--- src/rtl/wb_arbiter_pkg.sv ---
// rtl/wb_arbiter_pkg.sv - shared widths and the writeback entry type
// Purpose: CPU-wide widths and the record carried through the load-result FIFO.
package wb_arbiter_pkg;

    localparam int XLEN   = 32;
    localparam int REG_AW = 5;

    typedef struct packed {
        logic [REG_AW-1:0] rd;
        logic [XLEN-1:0]   data;
    } wb_entry_t;

endpackage

--- src/rtl/wb_arbiter_if.sv ---
// rtl/wb_arbiter_if.sv - writeback arbiter signal bundle
// Purpose: groups the ALU result, load handshake, register-file write,
// and decode bypass/busy signals of the writeback stage.
// Ports (slave = arbiter side):
//   in : alu_valid, alu_rd, alu_data, ld_valid, ld_rd, ld_data, rd0_addr, rd1_addr
//   out: ld_ready, rf_wr_en, rf_wr_addr, rf_wr_data, byp0_hit, byp1_hit, byp_data, busy0, busy1
interface wb_arbiter_if #(
    parameter int AW = 5,
    parameter int DW = 32
);
    logic          alu_valid;
    logic [AW-1:0] alu_rd;
    logic [DW-1:0] alu_data;
    logic          ld_valid;
    logic          ld_ready;
    logic [AW-1:0] ld_rd;
    logic [DW-1:0] ld_data;
    logic          rf_wr_en;
    logic [AW-1:0] rf_wr_addr;
    logic [DW-1:0] rf_wr_data;
    logic [AW-1:0] rd0_addr;
    logic [AW-1:0] rd1_addr;
    logic          byp0_hit;
    logic          byp1_hit;
    logic [DW-1:0] byp_data;
    logic          busy0;
    logic          busy1;

    modport slave (
        input  alu_valid, alu_rd, alu_data, ld_valid, ld_rd, ld_data, rd0_addr, rd1_addr,
        output ld_ready, rf_wr_en, rf_wr_addr, rf_wr_data, byp0_hit, byp1_hit, byp_data,
               busy0, busy1
    );

    modport master (
        output alu_valid, alu_rd, alu_data, ld_valid, ld_rd, ld_data, rd0_addr, rd1_addr,
        input  ld_ready, rf_wr_en, rf_wr_addr, rf_wr_data, byp0_hit, byp1_hit, byp_data,
               busy0, busy1
    );
endinterface

--- src/rtl/wb_fifo.sv ---
// rtl/wb_fifo.sv - synchronous FIFO of load results with per-entry rd export
// Purpose: holds accepted load results in arrival order until writeback.
// Ports:
//   clk, rst            clock, synchronous active-high reset
//   push, push_entry    write an entry (ignored when full)
//   pop, head_entry     consume the head entry (ignored when empty)
//   full, empty         occupancy flags from registered state
//   ent_valid, ent_rd   per-slot occupancy and destination, for busy compare
module wb_fifo
    import wb_arbiter_pkg::*;
#(
    parameter int DEPTH = 4
) (
    input  logic                         clk,
    input  logic                         rst,
    input  logic                         push,
    input  wb_entry_t                    push_entry,
    input  logic                         pop,
    output wb_entry_t                    head_entry,
    output logic                         full,
    output logic                         empty,
    output logic [DEPTH-1:0]             ent_valid,
    output logic [DEPTH-1:0][REG_AW-1:0] ent_rd
);
    localparam int PW = $clog2(DEPTH);
    localparam int CW = PW + 1;

    wb_entry_t       mem [DEPTH];
    logic [PW-1:0]   wr_ptr;
    logic [PW-1:0]   rd_ptr;
    logic [CW-1:0]   count;
    logic            do_push;
    logic            do_pop;

    assign full    = (count == CW'(DEPTH));
    assign empty   = (count == '0);
    assign do_push = push & ~full;
    assign do_pop  = pop & ~empty;

    assign head_entry = mem[rd_ptr];

    // Pointers wrap naturally because DEPTH is a power of two.
    always_ff @(posedge clk) begin
        if (rst) begin
            wr_ptr    <= '0;
            rd_ptr    <= '0;
            count     <= '0;
            ent_valid <= '0;
        end else begin
            if (do_push) begin
                wr_ptr            <= wr_ptr + PW'(1);
                ent_valid[wr_ptr] <= 1'b1;
            end
            // Same slot cannot be pushed and popped in one cycle: that needs
            // wr_ptr==rd_ptr, which only happens when empty or full.
            if (do_pop) begin
                rd_ptr            <= rd_ptr + PW'(1);
                ent_valid[rd_ptr] <= 1'b0;
            end
            case ({do_push, do_pop})
                2'b10:   count <= count + CW'(1);
                2'b01:   count <= count - CW'(1);
                default: count <= count;
            endcase
        end
    end

    // Payload storage needs no reset; ent_valid qualifies every read.
    always_ff @(posedge clk) begin
        if (do_push) begin
            mem[wr_ptr] <= push_entry;
        end
    end

    always_comb begin
        ent_rd = '0;
        for (int i = 0; i < DEPTH; i++) begin
            ent_rd[i] = mem[i].rd;
        end
    end

endmodule

--- src/rtl/wb_arbiter.sv ---
// rtl/wb_arbiter.sv - writeback stage merging ALU and load results
// Purpose: feeds the single register-file write port from the non-stalling
// ALU pipe (priority) and a buffered load unit; reports bypass and busy to decode.
// Ports:
//   clk, rst   clock, synchronous active-high reset
//   bus        wb_arbiter_if.slave: ALU result, load ready/valid, rf write,
//              decode read addresses, bypass hits/data, busy flags
module wb_arbiter
    import wb_arbiter_pkg::*;
#(
    parameter int DEPTH = 4,
    parameter int AW    = REG_AW,
    parameter int DW    = XLEN
) (
    input  logic         clk,
    input  logic         rst,
    wb_arbiter_if.slave  bus
);
    logic                         alu_eff;
    logic                         push;
    logic                         pop;
    logic                         full;
    logic                         empty;
    wb_entry_t                    push_entry;
    wb_entry_t                    head_entry;
    logic [DEPTH-1:0]             ent_valid;
    logic [DEPTH-1:0][REG_AW-1:0] ent_rd;

    logic          wb_v;
    logic [AW-1:0] wb_rd;
    logic [DW-1:0] wb_data;

    // r0 writes are dropped: an ALU write to r0 is simply not a write, and a
    // load to r0 still completes its handshake but never enters the FIFO.
    assign alu_eff = bus.alu_valid & (bus.alu_rd != '0);
    assign push    = bus.ld_valid & ~full & (bus.ld_rd != '0);
    assign pop     = ~alu_eff & ~empty;

    assign push_entry.rd   = bus.ld_rd;
    assign push_entry.data = bus.ld_data;

    // No same-cycle pop credit, keeping ld_ready off the ALU timing path.
    assign bus.ld_ready = ~full;

    wb_fifo #(.DEPTH(DEPTH)) u_fifo (
        .clk        (clk),
        .rst        (rst),
        .push       (push),
        .push_entry (push_entry),
        .pop        (pop),
        .head_entry (head_entry),
        .full       (full),
        .empty      (empty),
        .ent_valid  (ent_valid),
        .ent_rd     (ent_rd)
    );

    // Address/data hold when nothing is selected so bypass data stays stable.
    always_ff @(posedge clk) begin
        if (rst) begin
            wb_v    <= 1'b0;
            wb_rd   <= '0;
            wb_data <= '0;
        end else if (alu_eff) begin
            wb_v    <= 1'b1;
            wb_rd   <= bus.alu_rd;
            wb_data <= bus.alu_data;
        end else if (!empty) begin
            wb_v    <= 1'b1;
            wb_rd   <= head_entry.rd;
            wb_data <= head_entry.data;
        end else begin
            wb_v    <= 1'b0;
        end
    end

    assign bus.rf_wr_en   = wb_v;
    assign bus.rf_wr_addr = wb_rd;
    assign bus.rf_wr_data = wb_data;
    assign bus.byp_data   = wb_data;

    assign bus.byp0_hit = wb_v & (bus.rd0_addr == wb_rd) & (bus.rd0_addr != '0);
    assign bus.byp1_hit = wb_v & (bus.rd1_addr == wb_rd) & (bus.rd1_addr != '0);

    always_comb begin
        bus.busy0 = 1'b0;
        bus.busy1 = 1'b0;
        for (int i = 0; i < DEPTH; i++) begin
            if (ent_valid[i] && ent_rd[i] == bus.rd0_addr && bus.rd0_addr != '0) begin
                bus.busy0 = 1'b1;
            end
            if (ent_valid[i] && ent_rd[i] == bus.rd1_addr && bus.rd1_addr != '0) begin
                bus.busy1 = 1'b1;
            end
        end
    end

endmodule

--- src/flat_wrapper.sv ---
// flat-port wrapper written by rule: the top's interface ports become plain ports
module wb_arbiter_flat import wb_arbiter_pkg::*;
#(
    parameter int DEPTH = 4,
    parameter int AW    = REG_AW,
    parameter int DW    = XLEN
)
  (clk, rst, bus_alu_valid, bus_alu_rd, bus_alu_data, bus_ld_valid, bus_ld_rd, bus_ld_data, bus_rd0_addr, bus_rd1_addr, bus_ld_ready, bus_rf_wr_en, bus_rf_wr_addr, bus_rf_wr_data, bus_byp0_hit, bus_byp1_hit, bus_byp_data, bus_busy0, bus_busy1);
  wb_arbiter_if #(.AW(AW), .DW(DW)) bus_i ();
  input  logic clk;
  input  logic rst;
  input wire logic [$bits(bus_i.alu_valid)-1:0] bus_alu_valid;
  input wire logic [$bits(bus_i.alu_rd)-1:0] bus_alu_rd;
  input wire logic [$bits(bus_i.alu_data)-1:0] bus_alu_data;
  input wire logic [$bits(bus_i.ld_valid)-1:0] bus_ld_valid;
  input wire logic [$bits(bus_i.ld_rd)-1:0] bus_ld_rd;
  input wire logic [$bits(bus_i.ld_data)-1:0] bus_ld_data;
  input wire logic [$bits(bus_i.rd0_addr)-1:0] bus_rd0_addr;
  input wire logic [$bits(bus_i.rd1_addr)-1:0] bus_rd1_addr;
  output wire logic [$bits(bus_i.ld_ready)-1:0] bus_ld_ready;
  output wire logic [$bits(bus_i.rf_wr_en)-1:0] bus_rf_wr_en;
  output wire logic [$bits(bus_i.rf_wr_addr)-1:0] bus_rf_wr_addr;
  output wire logic [$bits(bus_i.rf_wr_data)-1:0] bus_rf_wr_data;
  output wire logic [$bits(bus_i.byp0_hit)-1:0] bus_byp0_hit;
  output wire logic [$bits(bus_i.byp1_hit)-1:0] bus_byp1_hit;
  output wire logic [$bits(bus_i.byp_data)-1:0] bus_byp_data;
  output wire logic [$bits(bus_i.busy0)-1:0] bus_busy0;
  output wire logic [$bits(bus_i.busy1)-1:0] bus_busy1;
  assign bus_i.alu_valid = bus_alu_valid;
  assign bus_i.alu_rd = bus_alu_rd;
  assign bus_i.alu_data = bus_alu_data;
  assign bus_i.ld_valid = bus_ld_valid;
  assign bus_i.ld_rd = bus_ld_rd;
  assign bus_i.ld_data = bus_ld_data;
  assign bus_i.rd0_addr = bus_rd0_addr;
  assign bus_i.rd1_addr = bus_rd1_addr;
  assign bus_ld_ready = bus_i.ld_ready;
  assign bus_rf_wr_en = bus_i.rf_wr_en;
  assign bus_rf_wr_addr = bus_i.rf_wr_addr;
  assign bus_rf_wr_data = bus_i.rf_wr_data;
  assign bus_byp0_hit = bus_i.byp0_hit;
  assign bus_byp1_hit = bus_i.byp1_hit;
  assign bus_byp_data = bus_i.byp_data;
  assign bus_busy0 = bus_i.busy0;
  assign bus_busy1 = bus_i.busy1;
  wb_arbiter #(.DEPTH(DEPTH), .AW(AW), .DW(DW)) u_core (.clk(clk), .rst(rst), .bus(bus_i));
endmodule
--- config.mk ---
export PLATFORM = sky130hd
export DESIGN_NAME = wb_arbiter_flat
export DESIGN_NICKNAME = d
export VERILOG_FILES = /design/src/rtl/wb_arbiter_pkg.sv /design/src/rtl/wb_arbiter_if.sv /design/src/rtl/wb_fifo.sv /design/src/rtl/wb_arbiter.sv /design/src/flat_wrapper.sv
export SDC_FILE = /design/constraint.sdc
export NUM_CORES = 1
export LEC_CHECK = 0
export BUFFER_PORTS_ARGS = -buffer_cell sky130_fd_sc_hd__buf_2
export CORE_MARGIN = 8
export CORE_UTILIZATION = 35
export DETAILED_ROUTE_END_ITERATION = 8
export SYNTH_ARGS = -nofsm -noshare
export SYNTH_HDL_FRONTEND = slang
export SYNTH_HIERARCHICAL = 1
export SYNTH_SLANG_ARGS = --single-unit
export TNS_END_PERCENT = 10
--- constraint.sdc ---
create_clock -name clk -period 3.4 [get_ports clk]
set_input_delay 0.51 -clock clk [delete_from_list [all_inputs] [get_ports clk]]
set_output_delay 0.51 -clock clk [all_outputs]
set_load 0.1 [all_outputs]
==> qor_table.md <==
| Item | Reported | Unit |
| --- | --- | --- |
| Outcome | finished, final reports clean | - |
| Number of instances on the worst hold path | 1 | - |
| Syn avg cell area | 15.4 | sq um |
| Share of synthesized registers carrying an async set or reset | 0 | - |
| Crit path launch type | register | - |
| Hold/Removal Path Class | in2reg | - |
| List of most frequent post-synthesis cells | 148 x sky130_fd_sc_hd__edfxtp_1, 58 x sky130_fd_sc_hd__buf_4, 51 x sky130_fd_sc_hd__dfxtp_1, 47 x sky130_fd_sc_hd__nor2_1, 38 x sky130_fd_sc_hd__xor2_1 | - |
| Number of buffers added to fix hold violations after cts | 0 | - |
| Slack of the worst reg-to-reg path | 0.65 | ns |
| Row cnt | 58 | - |
| Pin count of the biggest net entering global routing | 74 | - |
| Overall Power | 8.19 | mW |
| CTS tree | done | - |
| Via density per instance | 4.90 | - |
| Horizontal die dimension | 175 | um |
| Initial standard-cell utilization of the core | 0.353 | - |
| Cell-by-cell trace of the critical path | or3b_4 -> inv_1 -> inv_1 -> o311a_1 -> and2_4 -> inv_1 -> ha_1 -> inv_1 -> fa_1 -> xor2_1 -> or3_2 -> a21oi_1 | - |
| Overflow after GRT | 0 | - |
| Post-synth net total | 671 | - |
| Count of warnings emitted by yosys | 6 | - |
| TritonCTS Sinks | 199 | - |
| Reg-to-reg startpoint | u_core/u_fifo/count[2] | - |
| Detailed-route via count | 4978 | - |
| Proportion of netlist area held by the largest area contributor | 0.504 | - |
| R2R depth | 12 | - |
| Final worst-path cycle share | 0.808 | - |
| Area taken by multi-input logic gates | 2770 | sq um |
| Sequential group share of total power | 0.383 | - |
| Number of design rule violations left after detail routing | 0 | - |
| Fraction of power consumed by combinational cells | 0.358 | - |
| Cell area after placement | 9550 | sq um |
| Arrival time reported for the critical path endpoint | 3.10 | ns |
| HP Start | bus_ld_data[29] | - |
| Maximum number of buffers from clock root to sink | 2 | - |
| Highest net fanout along the worst path | 7 | - |
| Total net switching power | 3.21 | mW |
| Layout cell share with drive strength beyond 1 | 0.398 | - |
| Synth top area cells | sky130_fd_sc_hd__edfxtp_1 50%, sky130_fd_sc_hd__dfxtp_1 12%, sky130_fd_sc_hd__mux4_2 9.5% | - |
| Switching Share | 0.392 | - |
| Max rail drop VDD | 0.469 | mV |
| HPWL after detailed placement | 13400 | um |
| 1st-iter DRT viols | 238 | - |
| Post-route met1 wirelength | 8320 | um |
| CTS Root Cell | sky130_fd_sc_hd__clkbuf_16 | - |
| Post-route minimum period | 2.75 | ns |
| Capturing point of the worst reg2reg path | u_core/u_fifo/count[2] | - |
| Summed instance area of the synthesized netlist | 8820 | sq um |
| Number of instances in the synthesized netlist | 573 | - |
| Post-layout instance area | 10200 | sq um |
| CTS H-tree depth | 4 | - |
| Antenna violations before repair | 5 | - |
| Max Clk Rate | 0.364 | GHz |
| Later-pin clock latency in the skew report | 0.43 | ns |
| Post-route ant nets | 0 | - |
| Total wirelength of the detailed-routed design | 20000 | um |
| Total Die Area | 30500 | sq um |
| Setup-failing EPs final | 0 | - |
| Detailed-route wire length per cell | 19.7 | um |
| Ys flop type | sky130_fd_sc_hd__edfxtp_1 | - |
| Post-synth top area cell | sky130_fd_sc_hd__edfxtp_1 | - |
| Static leakage | 3.83 | nW |
| Sequential-to-total area share from yosys stat | 0.620 | - |
| # IOs | 163 | - |
| DR pass1 iterations | 4 | - |
| Final hold viol count | 0 | - |
| Net count reported at finish | 769 | - |
| Last weighted congestion value of the routability-driven placer | 0.856 | - |
| Die Height | 175 | um |
| Fraction of power consumed by the clock network | 0.258 | - |
| Buf+Inv Stages, Crit Path | 4 | - |
| FF+latch area | 5470 | sq um |
| Number of global-route vias before repair | 5520 | - |
| Clk_skew | 0.0127 | ns |
| Top Family by Delay on Critical Path | simple AND/OR/NAND/NOR gates | - |
| Most numerous cell in the Yosys netlist | sky130_fd_sc_hd__edfxtp_1 | - |
| Critical Path Max Stage Delay | 0.43 | ns |
| Cells resized by post-CTS repair | 0 | - |
| Max layer used | met5 | - |
| Max-cap violation count | 0 | - |
| CP Capture Type | register | - |
| Port Buf Inserts | 162 | - |
| Clock transition at the register clock pins on the worst setup and hold paths after CTS | 0.07 | ns |
| Number of inserted filler cells in the final layout | 2347 | - |
| Wire length of the first global-routing pass | 30900 | um |
| Required time of the critical path | 3.75 | ns |
| Destination of the worst hold path | u_core/u_fifo/mem[0][29] | - |
| Most Frequent Cell on Critical Path | sky130_fd_sc_hd__inv_1 | - |
| Worst-path cell with the longest stage delay | sky130_fd_sc_hd__or3b_4 | - |
| RSZ-0062 raised after global routing | false | - |
| Core Region | 25000 | sq um |
| Setup bufs post-CTS | 0 | - |
| Number of synthesized register bits | 199 | - |
| TritonCTS buffer count | 17 | - |
| Pin slew with the least headroom to its limit | 1.17 | ns |
| EDFF count, synth | 148 | - |
| Power density cells | 804 | nW/um^2 |
| Amount of wire on met2 after detailed routing | 10100 | um |
| Final sum of negative setup slack | 0 | ns |
| Global router's overall resource usage | 0.131 | - |
| Max transition margin | 0.221 | - |
| Internal power | 4.97 | mW |
| Crit Path Category | reg2reg | - |
| Total length of routed met3 wires | 1330 | um |
| Count of different cell masters after synthesis | 40 | - |
| Synth-to-Final Area Change | 15.4 | % |
| Count of pins over their slew limit | 0 | - |
layer usage:
metal / global-route usage / vias to the layer above
met1: 0.154 / 2473
met3: 0.0466 / 32
li1: - / 2304
met4: 0.0336 / 10
met5: 0 / -
met2: 0.224 / 159
through the flow:
| step | hold slack (ns) | std cells | utilization | setup slack (ns) |
|---|---|---|---|---|
| final | 0.296 | 1016 | 0.408 | 0.651 |
| after global routing | 0.275 | 1014 | 0.407 | 0.486 |
| after CTS | 0.272 | 1014 | 0.407 | 0.636 |
| after detailed placement | 0.516 | 982 | 0.383 | 0.274 |
| after global placement | 0.499 | 982 | 0.383 | 0.401 |
| after floorplan | 0.454 | 573 | - | -0.106 |
cell type report:
| type | count | share of cell area |
|---|---|---|
| clock inverters | 14 | 0.0187 |
| inverters | 10 | 0.00369 |
| diodes | 2 | 0.000492 |
| well taps | 330 | 0.0406 |
| clock buffers | 18 | 0.0422 |
| flip-flops and latches | 199 | 0.537 |
| multi-input cells | 275 | 0.272 |
| repair buffers | 168 | 0.0853 |
worst register-to-register path, cell delays in order (launching register included):
cell and delay [ns]:
sky130_fd_sc_hd__dfxtp_1 0.40, sky130_fd_sc_hd__or3b_4 0.43, sky130_fd_sc_hd__inv_1 0.06, sky130_fd_sc_hd__inv_1 0.04, sky130_fd_sc_hd__o311a_1 0.14, sky130_fd_sc_hd__and2_4 0.17
sky130_fd_sc_hd__inv_1 0.05, sky130_fd_sc_hd__ha_1 0.19, sky130_fd_sc_hd__inv_1 0.07, sky130_fd_sc_hd__fa_1 0.39, sky130_fd_sc_hd__xor2_1 0.17, sky130_fd_sc_hd__or3_2 0.41
sky130_fd_sc_hd__a21oi_1 0.15
registers in the layout, summed over array words and instances, names as in the netlist, named ones only:
| register | count |
|---|---|
| u_core/u_fifo/mem | 148 |
| u_core/bus.byp_data | 32 |
| u_core/bus.rf_wr_addr | 5 |
| u_core/u_fifo/ent_valid | 4 |
| u_core/u_fifo/count | 3 |
| u_core/u_fifo/rd_ptr | 2 |
| u_core/u_fifo/wr_ptr | 2 |
| u_core/bus.rf_wr_en | 1 |
power by group through the flow:
stage                     clock network, mW  registers, mW  logic (mW)
after floorplan                           0           3.74        1.97
after global placement                    0           3.18        2.94
after detailed placement                  0           3.20        2.97
after CTS                              2.16           3.15        2.98
after global routing                   2.26           3.18        3.10
final                                  2.11           3.14        2.93
logic make-up (layout without fill, tap and decap cells):
logic type,count (synthesis),in the layout,share of synthesized area
flops,199,199,0.620
simple gates,79,79,0.0443
other cells,0,2,0
xor+xnor,53,53,0.0526
fa+ha+maj,10,10,0.0150
mux,76,76,0.140
compound gates,57,57,0.0579
buf+inv,99,210,0.0707
how the worst max path moves through the flow:
stage	start	end	depth (start not counted)
2_1_floorplan	u_core/bus.rf_wr_addr[4]	bus_byp1_hit	3
5_1_grt	u_core/u_fifo/count[2]	u_core/u_fifo/count[2]	12
6_report	u_core/u_fifo/count[2]	u_core/u_fifo/count[2]	12
3_5_place_dp	bus_alu_rd[0]	u_core/u_fifo/count[2]	11
4_1_cts	u_core/u_fifo/count[2]	u_core/u_fifo/count[2]	12
3_3_place_gp	bus_alu_rd[0]	u_core/u_fifo/count[2]	11
placed cells by master (no fill, tap or decap), types with 5 or more instances in the layout:
cell / count
sky130_fd_sc_hd__buf_4: 5
sky130_fd_sc_hd__ha_1: 9
sky130_fd_sc_hd__buf_2: 162
sky130_fd_sc_hd__xor2_1: 38
sky130_fd_sc_hd__clkbuf_16: 17
sky130_fd_sc_hd__mux4_2: 37
sky130_fd_sc_hd__xnor2_1: 15
sky130_fd_sc_hd__mux2i_1: 36
sky130_fd_sc_hd__dfxtp_1: 49
sky130_fd_sc_hd__edfxtp_1: 148
sky130_fd_sc_hd__nor4_1: 8
sky130_fd_sc_hd__a21oi_1: 7
sky130_fd_sc_hd__nor2_1: 47
sky130_fd_sc_hd__a211oi_2: 21
sky130_fd_sc_hd__a211oi_1: 14
sky130_fd_sc_hd__inv_1: 10
(Power assumes the default switching activity.)
